### src/rtl/mandel_engine_scheduler_if.sv
// Pixel result stream leaving the Mandelbrot scheduler.
// Valid/ready handshake; payload holds while stalled.
interface mandel_engine_scheduler_if;
  logic       pix_valid;
  logic       pix_ready;
  logic [9:0] pix_x;
  logic [8:0] pix_y;
  logic [9:0] pix_depth;
  logic       pix_eol;
  logic       pix_eof;

  modport master (
    output pix_valid, pix_x, pix_y, pix_depth,
    output pix_eol, pix_eof,
    input  pix_ready
  );

  modport slave (
    input  pix_valid, pix_x, pix_y, pix_depth,
    input  pix_eol, pix_eof,
    output pix_ready
  );
endinterface

### src/rtl/mandel_engine_scheduler.sv
// Mandelbrot engine-bank scheduler: raster walk of c, round-robin
// dispatch to depth engines, in-order retirement of pixel results.
module mandel_engine_scheduler #(
  parameter int N_ENGINES   = 4,
  parameter int WORD_LENGTH = 32,
  parameter int FRAC        = 28,
  parameter int WIDTH       = 640,
  parameter int HEIGHT      = 480
) (
  input  logic                             sysclk,
  input  logic                             reset,
  input  logic                             frame_start,
  input  logic [WORD_LENGTH-1:0]           cfg_re_start,
  input  logic [WORD_LENGTH-1:0]           cfg_im_start,
  input  logic [WORD_LENGTH-1:0]           cfg_re_step,
  input  logic [WORD_LENGTH-1:0]           cfg_im_step,
  input  logic [9:0]                       cfg_max_iter,
  output logic                             frame_busy,
  output logic                             frame_done,
  output logic [N_ENGINES-1:0]             eng_start,
  output logic [N_ENGINES*WORD_LENGTH-1:0] eng_re_c,
  output logic [N_ENGINES*WORD_LENGTH-1:0] eng_im_c,
  output logic [9:0]                       eng_max_iter,
  input  logic [N_ENGINES-1:0]             eng_done,
  input  logic [N_ENGINES*10-1:0]          eng_depth,
  mandel_engine_scheduler_if.master        pix
);
  localparam int WL = WORD_LENGTH;
  localparam int PW = (N_ENGINES > 1) ? $clog2(N_ENGINES) : 1;
  localparam logic [PW-1:0] LAST_P = PW'(N_ENGINES - 1);
  localparam logic [9:0]    LAST_X = 10'(WIDTH - 1);
  localparam logic [8:0]    LAST_Y = 9'(HEIGHT - 1);

  if (FRAC >= WORD_LENGTH || N_ENGINES < 1) begin : g_bad_param
    $error("mandel_engine_scheduler: bad parameters");
  end

  typedef enum logic [1:0] {S_IDLE, S_RUN, S_DRAIN} state_e;
  typedef enum logic [1:0] {FREE, BUSY, RESULT} slot_e;

  state_e          state_q;
  slot_e           slot_q   [N_ENGINES];
  logic [WL-1:0]   re_c_q   [N_ENGINES];
  logic [WL-1:0]   im_c_q   [N_ENGINES];
  logic [9:0]      tx_q     [N_ENGINES];
  logic [8:0]      ty_q     [N_ENGINES];
  logic [9:0]      dep_q    [N_ENGINES];
  logic [PW-1:0]   d_q, r_q;
  logic [9:0]      x_q;
  logic [8:0]      y_q;
  logic [WL-1:0]   re_acc_q, im_acc_q;
  logic [WL-1:0]   re_start_q, re_step_q, im_step_q;
  logic [9:0]      max_iter_q;
  logic [N_ENGINES-1:0] start_q;
  logic            done_q;

  logic dispatch, retire, last_x, last_px;
  logic rd_valid, rd_eol, rd_eof;

  function automatic logic [PW-1:0] inc_p(logic [PW-1:0] p);
    return (p == LAST_P) ? '0 : p + 1'b1;
  endfunction

  assign last_x   = (x_q == LAST_X);
  assign last_px  = last_x && (y_q == LAST_Y);
  assign dispatch = (state_q == S_RUN) && (slot_q[d_q] == FREE);
  assign rd_valid = (slot_q[r_q] == RESULT);
  assign rd_eol   = (tx_q[r_q] == LAST_X);
  assign rd_eof   = rd_eol && (ty_q[r_q] == LAST_Y);
  assign retire   = rd_valid && pix.pix_ready;

  always_ff @(posedge sysclk) begin
    if (reset) begin
      state_q    <= S_IDLE;
      d_q        <= '0;
      r_q        <= '0;
      x_q        <= '0;
      y_q        <= '0;
      re_acc_q   <= '0;
      im_acc_q   <= '0;
      re_start_q <= '0;
      re_step_q  <= '0;
      im_step_q  <= '0;
      max_iter_q <= '0;
      start_q    <= '0;
      done_q     <= 1'b0;
      for (int i = 0; i < N_ENGINES; i++) begin
        slot_q[i] <= FREE;
        re_c_q[i] <= '0;
        im_c_q[i] <= '0;
        tx_q[i]   <= '0;
        ty_q[i]   <= '0;
        dep_q[i]  <= '0;
      end
    end else begin
      start_q <= '0;
      done_q  <= 1'b0;
      // a done seen in the start cycle belongs to the previous pixel
      for (int i = 0; i < N_ENGINES; i++) begin
        if (slot_q[i] == BUSY && eng_done[i] && !start_q[i]) begin
          slot_q[i] <= RESULT;
          dep_q[i]  <= eng_depth[i*10 +: 10];
        end
      end
      if (retire) begin
        slot_q[r_q] <= FREE;
        r_q         <= inc_p(r_q);
      end
      if (dispatch) begin
        slot_q[d_q]  <= BUSY;
        start_q[d_q] <= 1'b1;
        re_c_q[d_q]  <= re_acc_q;
        im_c_q[d_q]  <= im_acc_q;
        tx_q[d_q]    <= x_q;
        ty_q[d_q]    <= y_q;
        d_q          <= inc_p(d_q);
        if (last_x) begin
          x_q      <= '0;
          y_q      <= y_q + 1'b1;
          re_acc_q <= re_start_q;
          im_acc_q <= im_acc_q + im_step_q;
        end else begin
          x_q      <= x_q + 1'b1;
          re_acc_q <= re_acc_q + re_step_q;
        end
      end
      unique case (state_q)
        S_IDLE: if (frame_start) begin
          state_q    <= S_RUN;
          x_q        <= '0;
          y_q        <= '0;
          re_acc_q   <= cfg_re_start;
          im_acc_q   <= cfg_im_start;
          re_start_q <= cfg_re_start;
          re_step_q  <= cfg_re_step;
          im_step_q  <= cfg_im_step;
          max_iter_q <= cfg_max_iter;
        end
        S_RUN: if (dispatch && last_px) state_q <= S_DRAIN;
        S_DRAIN: if (retire && rd_eof) begin
          state_q <= S_IDLE;
          done_q  <= 1'b1;
        end
        default: state_q <= S_IDLE;
      endcase
    end
  end

  for (genvar g = 0; g < N_ENGINES; g++) begin : g_eng
    assign eng_re_c[g*WL +: WL] = re_c_q[g];
    assign eng_im_c[g*WL +: WL] = im_c_q[g];
  end

  assign eng_start     = start_q;
  assign eng_max_iter  = max_iter_q;
  assign frame_busy    = (state_q != S_IDLE);
  assign frame_done    = done_q;
  assign pix.pix_valid = rd_valid;
  assign pix.pix_x     = tx_q[r_q];
  assign pix.pix_y     = ty_q[r_q];
  assign pix.pix_depth = dep_q[r_q];
  assign pix.pix_eol   = rd_eol;
  assign pix.pix_eof   = rd_eof;
endmodule
### src/flat_wrapper.sv
// flat-port wrapper written by rule: the top's interface ports become plain ports
module mandel_engine_scheduler_flat 
#(
  parameter int N_ENGINES   = 4,
  parameter int WORD_LENGTH = 32,
  parameter int FRAC        = 28,
  parameter int WIDTH       = 640,
  parameter int HEIGHT      = 480
)
  (sysclk, reset, frame_start, cfg_re_start, cfg_im_start, cfg_re_step, cfg_im_step, cfg_max_iter, frame_busy, frame_done, eng_start, eng_re_c, eng_im_c, eng_max_iter, eng_done, eng_depth, pix_pix_valid, pix_pix_x, pix_pix_y, pix_pix_depth, pix_pix_eol, pix_pix_eof, pix_pix_ready);
  mandel_engine_scheduler_if pix_i ();
  input  logic sysclk;
  input  logic reset;
  input  logic frame_start;
  input  logic [WORD_LENGTH-1:0] cfg_re_start;
  input  logic [WORD_LENGTH-1:0] cfg_im_start;
  input  logic [WORD_LENGTH-1:0] cfg_re_step;
  input  logic [WORD_LENGTH-1:0] cfg_im_step;
  input  logic [9:0] cfg_max_iter;
  output logic frame_busy;
  output logic frame_done;
  output logic [N_ENGINES-1:0] eng_start;
  output logic [N_ENGINES*WORD_LENGTH-1:0] eng_re_c;
  output logic [N_ENGINES*WORD_LENGTH-1:0] eng_im_c;
  output logic [9:0] eng_max_iter;
  input  logic [N_ENGINES-1:0] eng_done;
  input  logic [N_ENGINES*10-1:0] eng_depth;
  output wire logic [$bits(pix_i.pix_valid)-1:0] pix_pix_valid;
  output wire logic [$bits(pix_i.pix_x)-1:0] pix_pix_x;
  output wire logic [$bits(pix_i.pix_y)-1:0] pix_pix_y;
  output wire logic [$bits(pix_i.pix_depth)-1:0] pix_pix_depth;
  output wire logic [$bits(pix_i.pix_eol)-1:0] pix_pix_eol;
  output wire logic [$bits(pix_i.pix_eof)-1:0] pix_pix_eof;
  input wire logic [$bits(pix_i.pix_ready)-1:0] pix_pix_ready;
  assign pix_pix_valid = pix_i.pix_valid;
  assign pix_pix_x = pix_i.pix_x;
  assign pix_pix_y = pix_i.pix_y;
  assign pix_pix_depth = pix_i.pix_depth;
  assign pix_pix_eol = pix_i.pix_eol;
  assign pix_pix_eof = pix_i.pix_eof;
  assign pix_i.pix_ready = pix_pix_ready;
  mandel_engine_scheduler #(.N_ENGINES(N_ENGINES), .WORD_LENGTH(WORD_LENGTH), .FRAC(FRAC), .WIDTH(WIDTH), .HEIGHT(HEIGHT)) u_core (.sysclk(sysclk), .reset(reset), .frame_start(frame_start), .cfg_re_start(cfg_re_start), .cfg_im_start(cfg_im_start), .cfg_re_step(cfg_re_step), .cfg_im_step(cfg_im_step), .cfg_max_iter(cfg_max_iter), .frame_busy(frame_busy), .frame_done(frame_done), .eng_start(eng_start), .eng_re_c(eng_re_c), .eng_im_c(eng_im_c), .eng_max_iter(eng_max_iter), .eng_done(eng_done), .eng_depth(eng_depth), .pix(pix_i));
endmodule
### config.mk
export PLATFORM = sky130hd
export DESIGN_NAME = mandel_engine_scheduler_flat
export DESIGN_NICKNAME = d
export VERILOG_FILES = /design/src/rtl/mandel_engine_scheduler_if.sv /design/src/rtl/mandel_engine_scheduler.sv /design/src/flat_wrapper.sv
export SDC_FILE = /design/constraint.sdc
export NUM_CORES = 1
export LEC_CHECK = 0
export BUFFER_PORTS_ARGS = -buffer_cell sky130_fd_sc_hd__buf_2
export CAP_MARGIN = 20
export CELL_PAD_IN_SITES_DETAIL_PLACEMENT = 0
export CELL_PAD_IN_SITES_GLOBAL_PLACEMENT = 2
export CORE_MARGIN = 2
export CORE_UTILIZATION = 36
export CTS_CLUSTER_SIZE = 28
export DETAILED_ROUTE_END_ITERATION = 12
export GPL_TIMING_DRIVEN = 1
export PLACE_DENSITY_LB_ADDON = 0.1
export SLEW_MARGIN = 40
export SYNTH_ARGS = -nofsm -noshare
export SYNTH_HDL_FRONTEND = slang
export SYNTH_SLANG_ARGS = --single-unit
### constraint.sdc
create_clock -name sysclk -period 4.1 [get_ports sysclk]
set_input_delay 0.205 -clock sysclk [delete_from_list [all_inputs] [get_ports sysclk]]
set_output_delay 0.205 -clock sysclk [all_outputs]
set_load 0.01 [all_outputs]
==> summary.txt <==
Critical path
  – CP most frequent cell: a21o_1
  – Worst endpoint required time: around 4.6 ns
  – R2r startpoint: u_core.re_acc_q[0]$_SDFF_PP0_
  – Worst Setup End Kind: register
  – CP peak stage delay: approximately 0.47 ns
  – Startpoint Class: register
  – CP startpoint: u_core.re_acc_q[0]$_SDFF_PP0_
  – Critical path class: reg2reg
  – Worst-path fanout max: 6
  – Crit-path cells: ha_1, fa_1, a21o_1, a21o_1, a211oi_1, o21a_1, o21bai_2, a31oi_2, o21ai_0, a311oi_1, xor2_1, a31oi_1
  – Slowest stage cell, crit path: fa_1
  – Critical path arrival: 4.09 ns

Timing
  – Hold_ws: between 0.03 and 0.04 ns
  – RSZ-0062 raised after global routing: false
  – Fin crit period: 3.63 ns
  – Skew final: about 0.020 ns
  – Final period utilization: 88.7%
  – Setup TNS: 0 ns
  – Final setup fails: 0
  – Least-Margin Pin Slew: 0.769 ns
  – Worst slew margin: 48.7%
  – Final setup margin: 0.465 ns
  – Final Max Tran Viols: 0
  – Hold Fails Final Rpt: 0
  – Peak Freq: 0.275 GHz

Detailed routing
  – DRC viols: 0
  – Via density: around 5.0
  – Vias: 19800
  – Final wirelength: slightly above 80000 µm
  – Initial DRC Count: 1057
  – Router iterations before antenna repair: 5
  – Wire per inst: 21.2 µm
  – Routed Antenna Nets: 0

Floorplan
  – Area of the die: 73500 µm²
  – Initial Util: 36.5%
  – Die Span Y: 271 µm
  – Num rows: a little under 100
  – IO Pins: 490
  – CORE AREA: 70300 µm²
  – Chip width: 271 µm

Synth
  – Synth Warn #: 0
  – Avg Cell Area, Syn: 11.3 µm²
  – Synth Instances: between 2000 and 2500
  – Sequential fraction of the synthesis area: between 60% and 70%
  – Post-Syn Area: 25700 µm²
  – Largest area contributor in the netlist: edfxtp_1
  – Seq cells post-synth: 584
  – Async SR Flop Fraction: 0%
  – EDFF count, synth: 372
  – Top cells by area, synth: edfxtp_1, dfxtp_1, and2_1
  – Netlist cell types: 66
  – Top cell type's share of synthesized area: 43.5%
  – Dominant synthesized flop cell: edfxtp_1
  – Mapped Nets: approximately 2500

Global routing
  – First-pass GRT wire length: approximately 130000 µm
  – GRT Total Usage: 22.2%
  – Vias in the first global route: just over 20000
  – Total gr overflow: 0
  – Largest net degree at the start of global routing: between 100 and 150
  – Initial antenna violation count: 7

Clocking
  – Clock Latency Late Sink: 0.61 ns
  – Post-CTS Setup Inserts: 0
  – Clk buf depth: 3
  – Clock buffer count from CTS: 70
  – Clk sinks: 584
  – CTS H-tree depth: 3
  – Clock root buffer master: clkbuf_16
  – TritonCTS clock tree: done
  – Clock-pin slew on the worst setup and hold paths: 0.06 ns

Placed design
  – Post-place setup slack: 0.436 ns
  – Gp weighted congestion: 0.844
  – Port Buffer Count: 489
  – HPWL after detailed placement: 54500 µm

Finish
  – # fillers: between 6000 and 7000
  – Area growth, synth to finish: 30.0%
  – Share of the core filled with cells: 47.5%
  – Final #Nets: 3176
  – Layout cell share with drive strength beyond 1: between 20% and 30%

Worst hold path
  – Hold Path Class: in2reg
  – Min-delay src: reset

Power
  – Power Total: 14700 µW
  – Static leakage: 0.0140 µW
  – Worst VDD drop: around 0.31 mV
  – Power per cell area: 439 nW/µm²

Outcome
  – Status: completed

Job
  – Max Cap Viol: 0
-- worst max-delay path, delay by kind of cell (launching register included) --
family	cells	cell delay [ns]
AOI/OAI and AO/OA	9	2.26
DFF	1	0.34
xor gates and xnor gates	1	0.17
adders and majority gates	2	0.71
-- cell usage in the layout, fill, tap and decap left out, types with 9 or more instances in the layout --
| cell | instances |
|---|---|
| nand4_1 | 14 |
| xor2_1 | 33 |
| nor2_1 | 119 |
| o21ai_0 | 44 |
| xnor2_1 | 33 |
| buf_4 | 17 |
| nand2_1 | 315 |
| o21bai_1 | 10 |
| and3_1 | 92 |
| a21o_1 | 34 |
| a31oi_1 | 15 |
| inv_1 | 30 |
| edfxtp_1 | 372 |
| buf_12 | 14 |
| dlygate4sd3_1 | 179 |
| o211ai_1 | 36 |
| a311oi_1 | 9 |
| dfxtp_1 | 210 |
| mux4_2 | 29 |
| a211oi_1 | 13 |
| and2_1 | 290 |
| nor3_1 | 26 |
| ha_1 | 72 |
| clkbuf_1 | 18 |
| clkinv_1 | 14 |
| buf_2 | 488 |
| clkbuf_16 | 72 |
| a21oi_1 | 192 |
| nand3_1 | 19 |
-- sequential cells by signal, indices dropped and copies added (netlist names), 36 cells and up, named ones only --
| register | flops |
|---|---|
| u_core.dep_q | 40 |
| u_core.re_c_q | 128 |
| u_core.im_c_q | 128 |
| u_core.tx_q | 40 |
| u_core.ty_q | 36 |
-- synthesized netlist by cell type, drive strengths merged (4+ instances only) --
library cell / n
nand3b: 8
nand4: 14
or2: 7
a211oi: 15
ha: 72
clkbuf: 116
buf: 17
o211ai: 37
nor2: 122
dfxtp: 212
a31o: 6
o21ai: 46
nand2: 316
edfxtp: 372
and3: 93
a21o: 34
nor4: 6
xor2: 33
mux4: 29
o2111ai: 4
a2111oi: 9
o21a: 5
a22oi: 8
mux2i: 6
and2: 291
a31oi: 16
inv: 30
xnor2: 33
a21oi: 192
o31ai: 4
nor2b: 4
a311oi: 9
a221oi: 7
nand2b: 7
nand3: 19
nor3: 31
a221o: 4
o21bai: 12
-- per-stage QoR --
stage,instance area [µm²],cells
CTS,33400,3911
global route,33400,3913
floorplan,25700,2277
detailed placement,29300,3605
finish,33400,3917
global placement,29300,3605
-- power by group --
group          internal, µW  total [µW]  switching [µW]
Clock                  3790        6280            2490
Combinational           646        1590             945
Sequential             6550        6780             232
-- logic make-up (layout without fill, tap and decap cells) --
family          count (synthesis)  count (layout)  share of synthesized area (%)
xor+xnor                       66              66                           2.25
simple gates                  928             928                           18.2
compound gates                427             427                           10.6
buf+inv                       163             857                           2.44
fa+ha+maj                      74              74                           3.66
other cells                     0               6                              0
mux                            35              35                           2.78
flops                         584             584                           60.0
-- timing repair --
action	4_1_cts	5_1_grt
gates resized for setup	0	0
hold buffers	179	0
hold endpoints to repair	210	0
-- per-layer routing --
layer	vias up	GRT usage [%]	part of all wire [%]
met2	476	37.2	48
met3	121	4.53	5.1
li1	9462	-	-
met1	9700	29.3	45
met4	8	5.98	2.3
met5	-	0	0.052
-- path summary, 6_finish.rpt --
| check | to | depth (start not counted) | slack, ns |
|---|---|---|---|
| min reg2reg | u_core.re_start_q[26]$_SDFFE_PP0P_ | 2 | 0.45 |
| max | u_core.re_acc_q[30]$_SDFF_PP0_ | 12 | 0.47 |
| min | u_core.state_q[1]$_SDFFE_PP0P_ | 2 | 0.03 |
| max reg2reg | u_core.re_acc_q[30]$_SDFF_PP0_ | 12 | 0.47 |
-- cell type report --
type / count / area (µm²) / share of cell area [%]
diodes: 6 / 15.0 / 0.0450
inverters: 30 / 113 / 0.337
flip-flops and latches: 584 / 15400 / 46.2
well taps: 940 / 1180 / 3.52
repair buffers: 700 / 4660 / 14.0
clock buffers: 93 / 1910 / 5.72
multi-input cells: 1530 / 9700 / 29.1
clock inverters: 34 / 388 / 1.16
Note: power is estimated with default switching activity, not from simulation.
